===== src/rtl/uart_tx_serializer_pkg.sv =====
// Shared UART definitions: state encodings, default bit time, data width and the parity helper.
// Used by the transmit serializer and the bit-time generator; the receive side imports it too.
package uart_tx_serializer_pkg;

    localparam int UART_DATA_BITS       = 8;
    localparam int DEFAULT_CLKS_PER_BIT = 5208;

    typedef enum logic [2:0] {
        ST_IDLE   = 3'd0,
        ST_START  = 3'd1,
        ST_DATA   = 3'd2,
        ST_PARITY = 3'd3,
        ST_STOP   = 3'd4
    } tx_state_e;

    // Even parity when odd=0, odd parity when odd=1
    function automatic logic calc_parity(input logic [UART_DATA_BITS-1:0] data, input logic odd);
        return (^data) ^ odd;
    endfunction

endpackage


===== src/rtl/uart_tx_serializer_baud_gen.sv =====
// uart_baud_gen: bit-time counter with synchronous clear; bit_end marks the last cycle of each bit.
// Shared between the TX and RX blocks.
module uart_baud_gen
    import uart_tx_serializer_pkg::*;
#(
    parameter int CLKS_PER_BIT = DEFAULT_CLKS_PER_BIT
) (
    input  logic clock,
    input  logic reset,
    input  logic clear,
    output logic bit_end
);

    localparam int CW = $clog2(CLKS_PER_BIT);
    localparam logic [CW-1:0] LAST_CNT = CW'(CLKS_PER_BIT - 1);

    logic [CW-1:0] cnt_r;

    // Counts 0..CLKS_PER_BIT-1 and wraps; held at zero while cleared
    always_ff @(posedge clock or posedge reset) begin
        if (reset) begin
            cnt_r <= {CW{1'b0}};
        end else if (clear) begin
            cnt_r <= {CW{1'b0}};
        end else if (cnt_r == LAST_CNT) begin
            cnt_r <= {CW{1'b0}};
        end else begin
            cnt_r <= cnt_r + CW'(1);
        end
    end

    assign bit_end = (cnt_r == LAST_CNT) && !clear;

endmodule


===== src/rtl/uart_tx_serializer.sv =====
// UART transmit serializer: sends one byte per snd_flag rising edge as start, 8 data bits LSB first, [parity], stop.
// Optional parity bit is enabled by defining UART_TX_PARITY_EN.
module uart_tx_serializer
    import uart_tx_serializer_pkg::*;
#(
    parameter int CLKS_PER_BIT = DEFAULT_CLKS_PER_BIT,
    parameter int PARITY_ODD   = 0
) (
    input  logic                      clock,
    input  logic                      reset,
    input  logic                      snd_flag,
    input  logic [UART_DATA_BITS-1:0] tx_data,
    output logic                      tx,
    output logic                      tx_busy,
    output logic                      tx_done,
    output logic                      tx_overrun
);

`ifdef UART_TX_PARITY_EN
    localparam bit HAS_PARITY = 1'b1;
`else
    localparam bit HAS_PARITY = 1'b0;
`endif

    localparam int IDX_W = $clog2(UART_DATA_BITS);
    localparam logic [IDX_W-1:0] LAST_BIT = IDX_W'(UART_DATA_BITS - 1);

    tx_state_e                 state_r;
    logic [UART_DATA_BITS-1:0] shift_r;
    logic [IDX_W-1:0]          bit_idx_r;
    logic                      snd_prev_r;
    logic                      parity_r;
    logic                      tx_r;
    logic                      busy_r;
    logic                      done_r;
    logic                      overrun_r;

    logic req_s;
    logic bit_end_s;
    logic baud_clear_s;

    // A held level only counts once: request is the rising edge against last cycle's sample
    assign req_s        = snd_flag && !snd_prev_r;
    assign baud_clear_s = (state_r == ST_IDLE);

    uart_baud_gen #(
        .CLKS_PER_BIT(CLKS_PER_BIT)
    ) u_baud_gen (
        .clock  (clock),
        .reset  (reset),
        .clear  (baud_clear_s),
        .bit_end(bit_end_s)
    );

    // Frame sequencer with shift register, edge detector and registered status outputs
    always_ff @(posedge clock or posedge reset) begin
        if (reset) begin
            state_r    <= ST_IDLE;
            shift_r    <= {UART_DATA_BITS{1'b0}};
            bit_idx_r  <= {IDX_W{1'b0}};
            snd_prev_r <= 1'b0;
            parity_r   <= 1'b0;
            tx_r       <= 1'b1;
            busy_r     <= 1'b0;
            done_r     <= 1'b0;
            overrun_r  <= 1'b0;
        end else begin
            snd_prev_r <= snd_flag;
            done_r     <= 1'b0;
            if (req_s && (state_r != ST_IDLE)) begin
                overrun_r <= 1'b1;
            end
            case (state_r)
                ST_IDLE: begin
                    if (req_s) begin
                        shift_r   <= tx_data;
                        parity_r  <= calc_parity(tx_data, PARITY_ODD != 0);
                        bit_idx_r <= {IDX_W{1'b0}};
                        tx_r      <= 1'b0;
                        busy_r    <= 1'b1;
                        state_r   <= ST_START;
                    end
                end
                ST_START: begin
                    if (bit_end_s) begin
                        tx_r      <= shift_r[0];
                        shift_r   <= {1'b0, shift_r[UART_DATA_BITS-1:1]};
                        bit_idx_r <= {IDX_W{1'b0}};
                        state_r   <= ST_DATA;
                    end
                end
                ST_DATA: begin
                    if (bit_end_s) begin
                        if (bit_idx_r == LAST_BIT) begin
                            bit_idx_r <= {IDX_W{1'b0}};
                            if (HAS_PARITY) begin
                                tx_r    <= parity_r;
                                state_r <= ST_PARITY;
                            end else begin
                                tx_r    <= 1'b1;
                                state_r <= ST_STOP;
                            end
                        end else begin
                            tx_r      <= shift_r[0];
                            shift_r   <= {1'b0, shift_r[UART_DATA_BITS-1:1]};
                            bit_idx_r <= bit_idx_r + IDX_W'(1);
                        end
                    end
                end
                ST_PARITY: begin
                    if (bit_end_s) begin
                        tx_r    <= 1'b1;
                        state_r <= ST_STOP;
                    end
                end
                ST_STOP: begin
                    // Last stop cycle: back to IDLE so a request in the done cycle is accepted
                    if (bit_end_s) begin
                        busy_r  <= 1'b0;
                        done_r  <= 1'b1;
                        state_r <= ST_IDLE;
                    end
                end
                default: begin
                    tx_r    <= 1'b1;
                    busy_r  <= 1'b0;
                    state_r <= ST_IDLE;
                end
            endcase
        end
    end

    assign tx         = tx_r;
    assign tx_busy    = busy_r;
    assign tx_done    = done_r;
    assign tx_overrun = overrun_r;

endmodule

===== config.mk =====
export PLATFORM = sky130hd
export DESIGN_NAME = uart_tx_serializer
export DESIGN_NICKNAME = d
export VERILOG_FILES = /design/src/rtl/uart_tx_serializer_pkg.sv /design/src/rtl/uart_tx_serializer_baud_gen.sv /design/src/rtl/uart_tx_serializer.sv
export SDC_FILE = /design/constraint.sdc
export NUM_CORES = 1
export LEC_CHECK = 0
export CORE_MARGIN = 4
export CORE_UTILIZATION = 35
export CTS_CLUSTER_DIAMETER = 40
export CTS_CLUSTER_SIZE = 40
export DETAILED_ROUTE_END_ITERATION = 8
export GPL_TIMING_DRIVEN = 0
export PLACE_DENSITY = 0.63
export SETUP_SLACK_MARGIN = 0.5
export SLEW_MARGIN = 20
export SYNTH_ARGS = -nofsm -noshare
export SYNTH_HDL_FRONTEND = slang
export SYNTH_SLANG_ARGS = --single-unit

===== constraint.sdc =====
create_clock -name clock -period 1.8 [get_ports clock]
set_clock_uncertainty 0.05 [all_clocks]
set_input_delay 0.36 -clock clock [delete_from_list [all_inputs] [get_ports clock]]
set_output_delay 0.36 -clock clock [all_outputs]
set_load 0.02 [all_outputs]

==> flow_summary_export.csv <==
group,metric,value,unit
placement,portBuffers,14,
sta,finalMaxSlewViolations,0,
finish,antenna_cells,0,
setup_path,reg2reg_depth,6,
finish,synthToLayoutAreaGrowth,43.3,%
sta,tightest_slew,0.657,ns
clock_tree,clock_latency,0.28,ns
setup_path,path_class,"flop to flop",
setup_path,cp-end-kind,"flop",
power,cellPowerDensity,557,mW/mm^2
routing,via_count,1230,
power,ir_drop,0.000312,V
outcome,violations,"setup timing",
setup_path,r2r_setup_slack,-0.07,ns
setup_path,cp_top_family,"simple AND/OR/NAND/NOR gates",
synth,seq_area_frac_synth,48.2,%
sta,setup_slack,-0.0699,ns
clock_tree,cts_sinks,32,
finish,fin_nets,200,
routing,first_iter_violations,71,
outcome,status,"complete, but fails checks",
clock_tree,cts_root_buf,"clkbuf_8",
routing,post_drt_wl_per_cell,15.3,um
finish,layout_commonest_cell,"dfrtp_1",
synth,synthesis.area,0.00166,sq mm
die,die-area,0.00592,sq mm
sta,min_period,1.87,ns
sta,max-slew-margin-rel,56.2,%
routing,postRouteAntennaNets,0,
routing,wirelength,3.66,mm
finish,final_cell_mix,"dfrtp_1, buf_4, buf_6, mux2_4",
setup_path,worstPathCellList,"buf_6 -> nor2_2 -> nand2_2 -> a211oi_4 -> buf_12 -> mux2_4",
min_path,min_path_cells,1,
min_path,hold_end,"snd_prev_r$_DFF_PP0_",
routing,drc_errors,0,
power,total_power,1.33,mW
sta,hold_viol,0,
job,drv_cap,0,
setup_path,cp.depth,6,
clock_tree,cts_tree,"built",
setup_path,r2r_end,"shift_r[4]$_DFFE_PP0P_",
sta,rsz0062_at_grt,"yes",
synth,ys.warnings.count,0,
finish,utilization,53.3,%
synth,synth_seq_cells,32,
die,core_area,0.00447,sq mm
routing,viasPerCell,5.15,
clock_tree,clk_path_buf_depth,2,
global_route,grt_max_degree,33,
sta,timing.fmax,535,MHz
global_route,grt_pass1_vias,1269,
die,die_h,77.0,um
die,rows,24,
global_route,antenna_found_initial,0,
setup_path,r2r-start,"state_r[0]$_DFFE_PP0P_",
placement,place_congestion,0.802,
synth,ys_types,39,
synth,syn_inst,147,
min_path,hold_start,"snd_flag",
sta,timing.final.crit_share,104,%
global_route,overflow,0,
synth,synth_fp_nets,161,
global_route,groute.usage.overall,12.6,%
clock_tree,clkSlewWorstSetupHoldPaths,0.07,ns
power,power.leakage,1.03,nW
routing,first_pass_iters,4,
min_path,hold_class,"primary input to flop",
setup_path,slowest_stage,"dfrtp_1",
die,die_x,77.0,um
setup_path,startpoint_type,"flop",
setup_path,worstPathRequired,1.91,ns
finish,drive_gt1_share,49.7,%
clock_tree,htreeDepth,2,
global_route,grt_pass1_wl,5.91,mm
sta,setup_viol,8,
synth,syn_area_per_cell,11.3,sq um
die,io_pins,15,
setup_path,arrival,1.98,ns
sta,hold_ws,0.224,ns
setup_path,critPathMaxStageDelay,0.37,ns
die,start_util,37.2,%
clock_tree,cts_made_buffers,5,
placement,hpwl,2.19,mm
setup_path,cp_max_fo,10,
setup_path,crit_buf_inv,2,
-- registers in the layout, summed over array words and instances, names as in the netlist --
signal and flops:
u_baud_gen.cnt_r 13, shift_r 8, tx_done 1, tx_overrun 1
snd_prev_r 1, tx_busy 1, state_r 3, bit_idx_r 3
tx 1
-- Yosys cell counts --
cell type,number,share of area (%)
xnor2_1,5,2.6
o21bai_1,1,0.45
and2_1,2,0.75
o31ai_1,1,0.45
a211oi_4,1,1.2
nor4b_1,2,1.1
xor2_1,7,3.7
nand3_2,1,0.60
mux2i_1,1,0.60
nand2b_1,1,0.38
mux2_2,17,12
buf_4,2,0.90
o21ai_0,2,0.60
o211a_1,1,0.60
and3_1,2,0.75
a31o_2,1,0.53
nor3b_2,1,0.75
nand3_1,4,1.2
nand4_1,4,1.5
buf_2,1,0.30
a22oi_1,1,0.45
nor3b_1,1,0.45
clkbuf_1,1,0.23
nor2_1,17,3.8
nor4b_4,2,2.9
and4_2,1,0.60
o21ai_2,1,0.53
nor3_1,4,1.2
inv_1,5,1.1
and4_1,2,1.1
nor4_1,1,0.38
nand2_1,9,2.0
buf_6,3,2.0
dfstp_2,1,1.6
nor2b_1,1,0.38
dfrtp_1,31,47
ha_1,3,2.3
or4_1,1,0.45
a21oi_1,5,1.5
-- where the power goes --
group          internal, mW  switching (mW)  leakage, nW
Sequential            0.721         0.00111        0.403
Combinational        0.0229          0.0198        0.579
Clock                 0.311           0.252       0.0455
Total                  1.05           0.273         1.03
-- layer usage --
layer  GRT usage, %  vias up  part of all wire, %
li1               -      593                    -
met1           14.5      613                   43
met2           22.1       16                   52
met3           2.81        8                  2.8
met4           5.98        0                  2.0
met5              0        -                    0
-- area by class of cell --
class / count / area, sq um
fill: 373 / 2090
multi-input combinational: 103 / 1040
sequential: 32 / 805
timing repair buffer: 32 / 299
clock buffer: 8 / 90.1
buffer: 7 / 65.1
tap: 52 / 65.1
inverter: 5 / 18.8
-- per-stage QoR --
step	setup TNS (ns)	cells	area (sq um)	setup slack [ns]
final	-0.456	239	2380	-0.0699
after CTS	-0.684	235	2240	-0.0856
after floorplan	-0.190	147	1700	-0.0271
after detailed placement	-5.28	213	1900	-0.608
after global placement	-6.64	213	1900	-0.593
after global routing	-1.11	239	2380	-0.144
-- cell families after synthesis --
| kind of cell | synth area share, % |
|---|---|
| adder cells (fa/ha/maj) | 2.26 |
| XOR/XNOR | 6.32 |
| buffers and inverters | 4.59 |
| AO/OA/AOI/OAI | 6.32 |
| multiplexers | 12.1 |
| AND/OR/NAND/NOR | 20.2 |
| flip-flops | 48.2 |
-- worst max path at each step --
stage                                  startpoint                     end
detailed placement                       snd_flag  shift_r[4]$_DFFE_PP0P_
global placement                         snd_flag  shift_r[4]$_DFFE_PP0P_
global route               state_r[0]$_DFFE_PP0P_  shift_r[5]$_DFFE_PP0P_
floorplan           u_baud_gen.cnt_r[5]$_DFF_PP0_  shift_r[0]$_DFFE_PP0P_
CTS                 u_baud_gen.cnt_r[5]$_DFF_PP0_  shift_r[4]$_DFFE_PP0P_
finish                     state_r[0]$_DFFE_PP0P_  shift_r[4]$_DFFE_PP0P_
-- timing repair --
action | 4_1_cts | 5_1_grt
resized for setup | 55 | 28
pin swaps | 7 | 8
setup buffers | 13 | 4
cloned | 1 | 0
setup endpoints to repair | 34 | 33
hold buffers | 0 | 0
No activity file was read; power rests on OpenSTA's default activity.
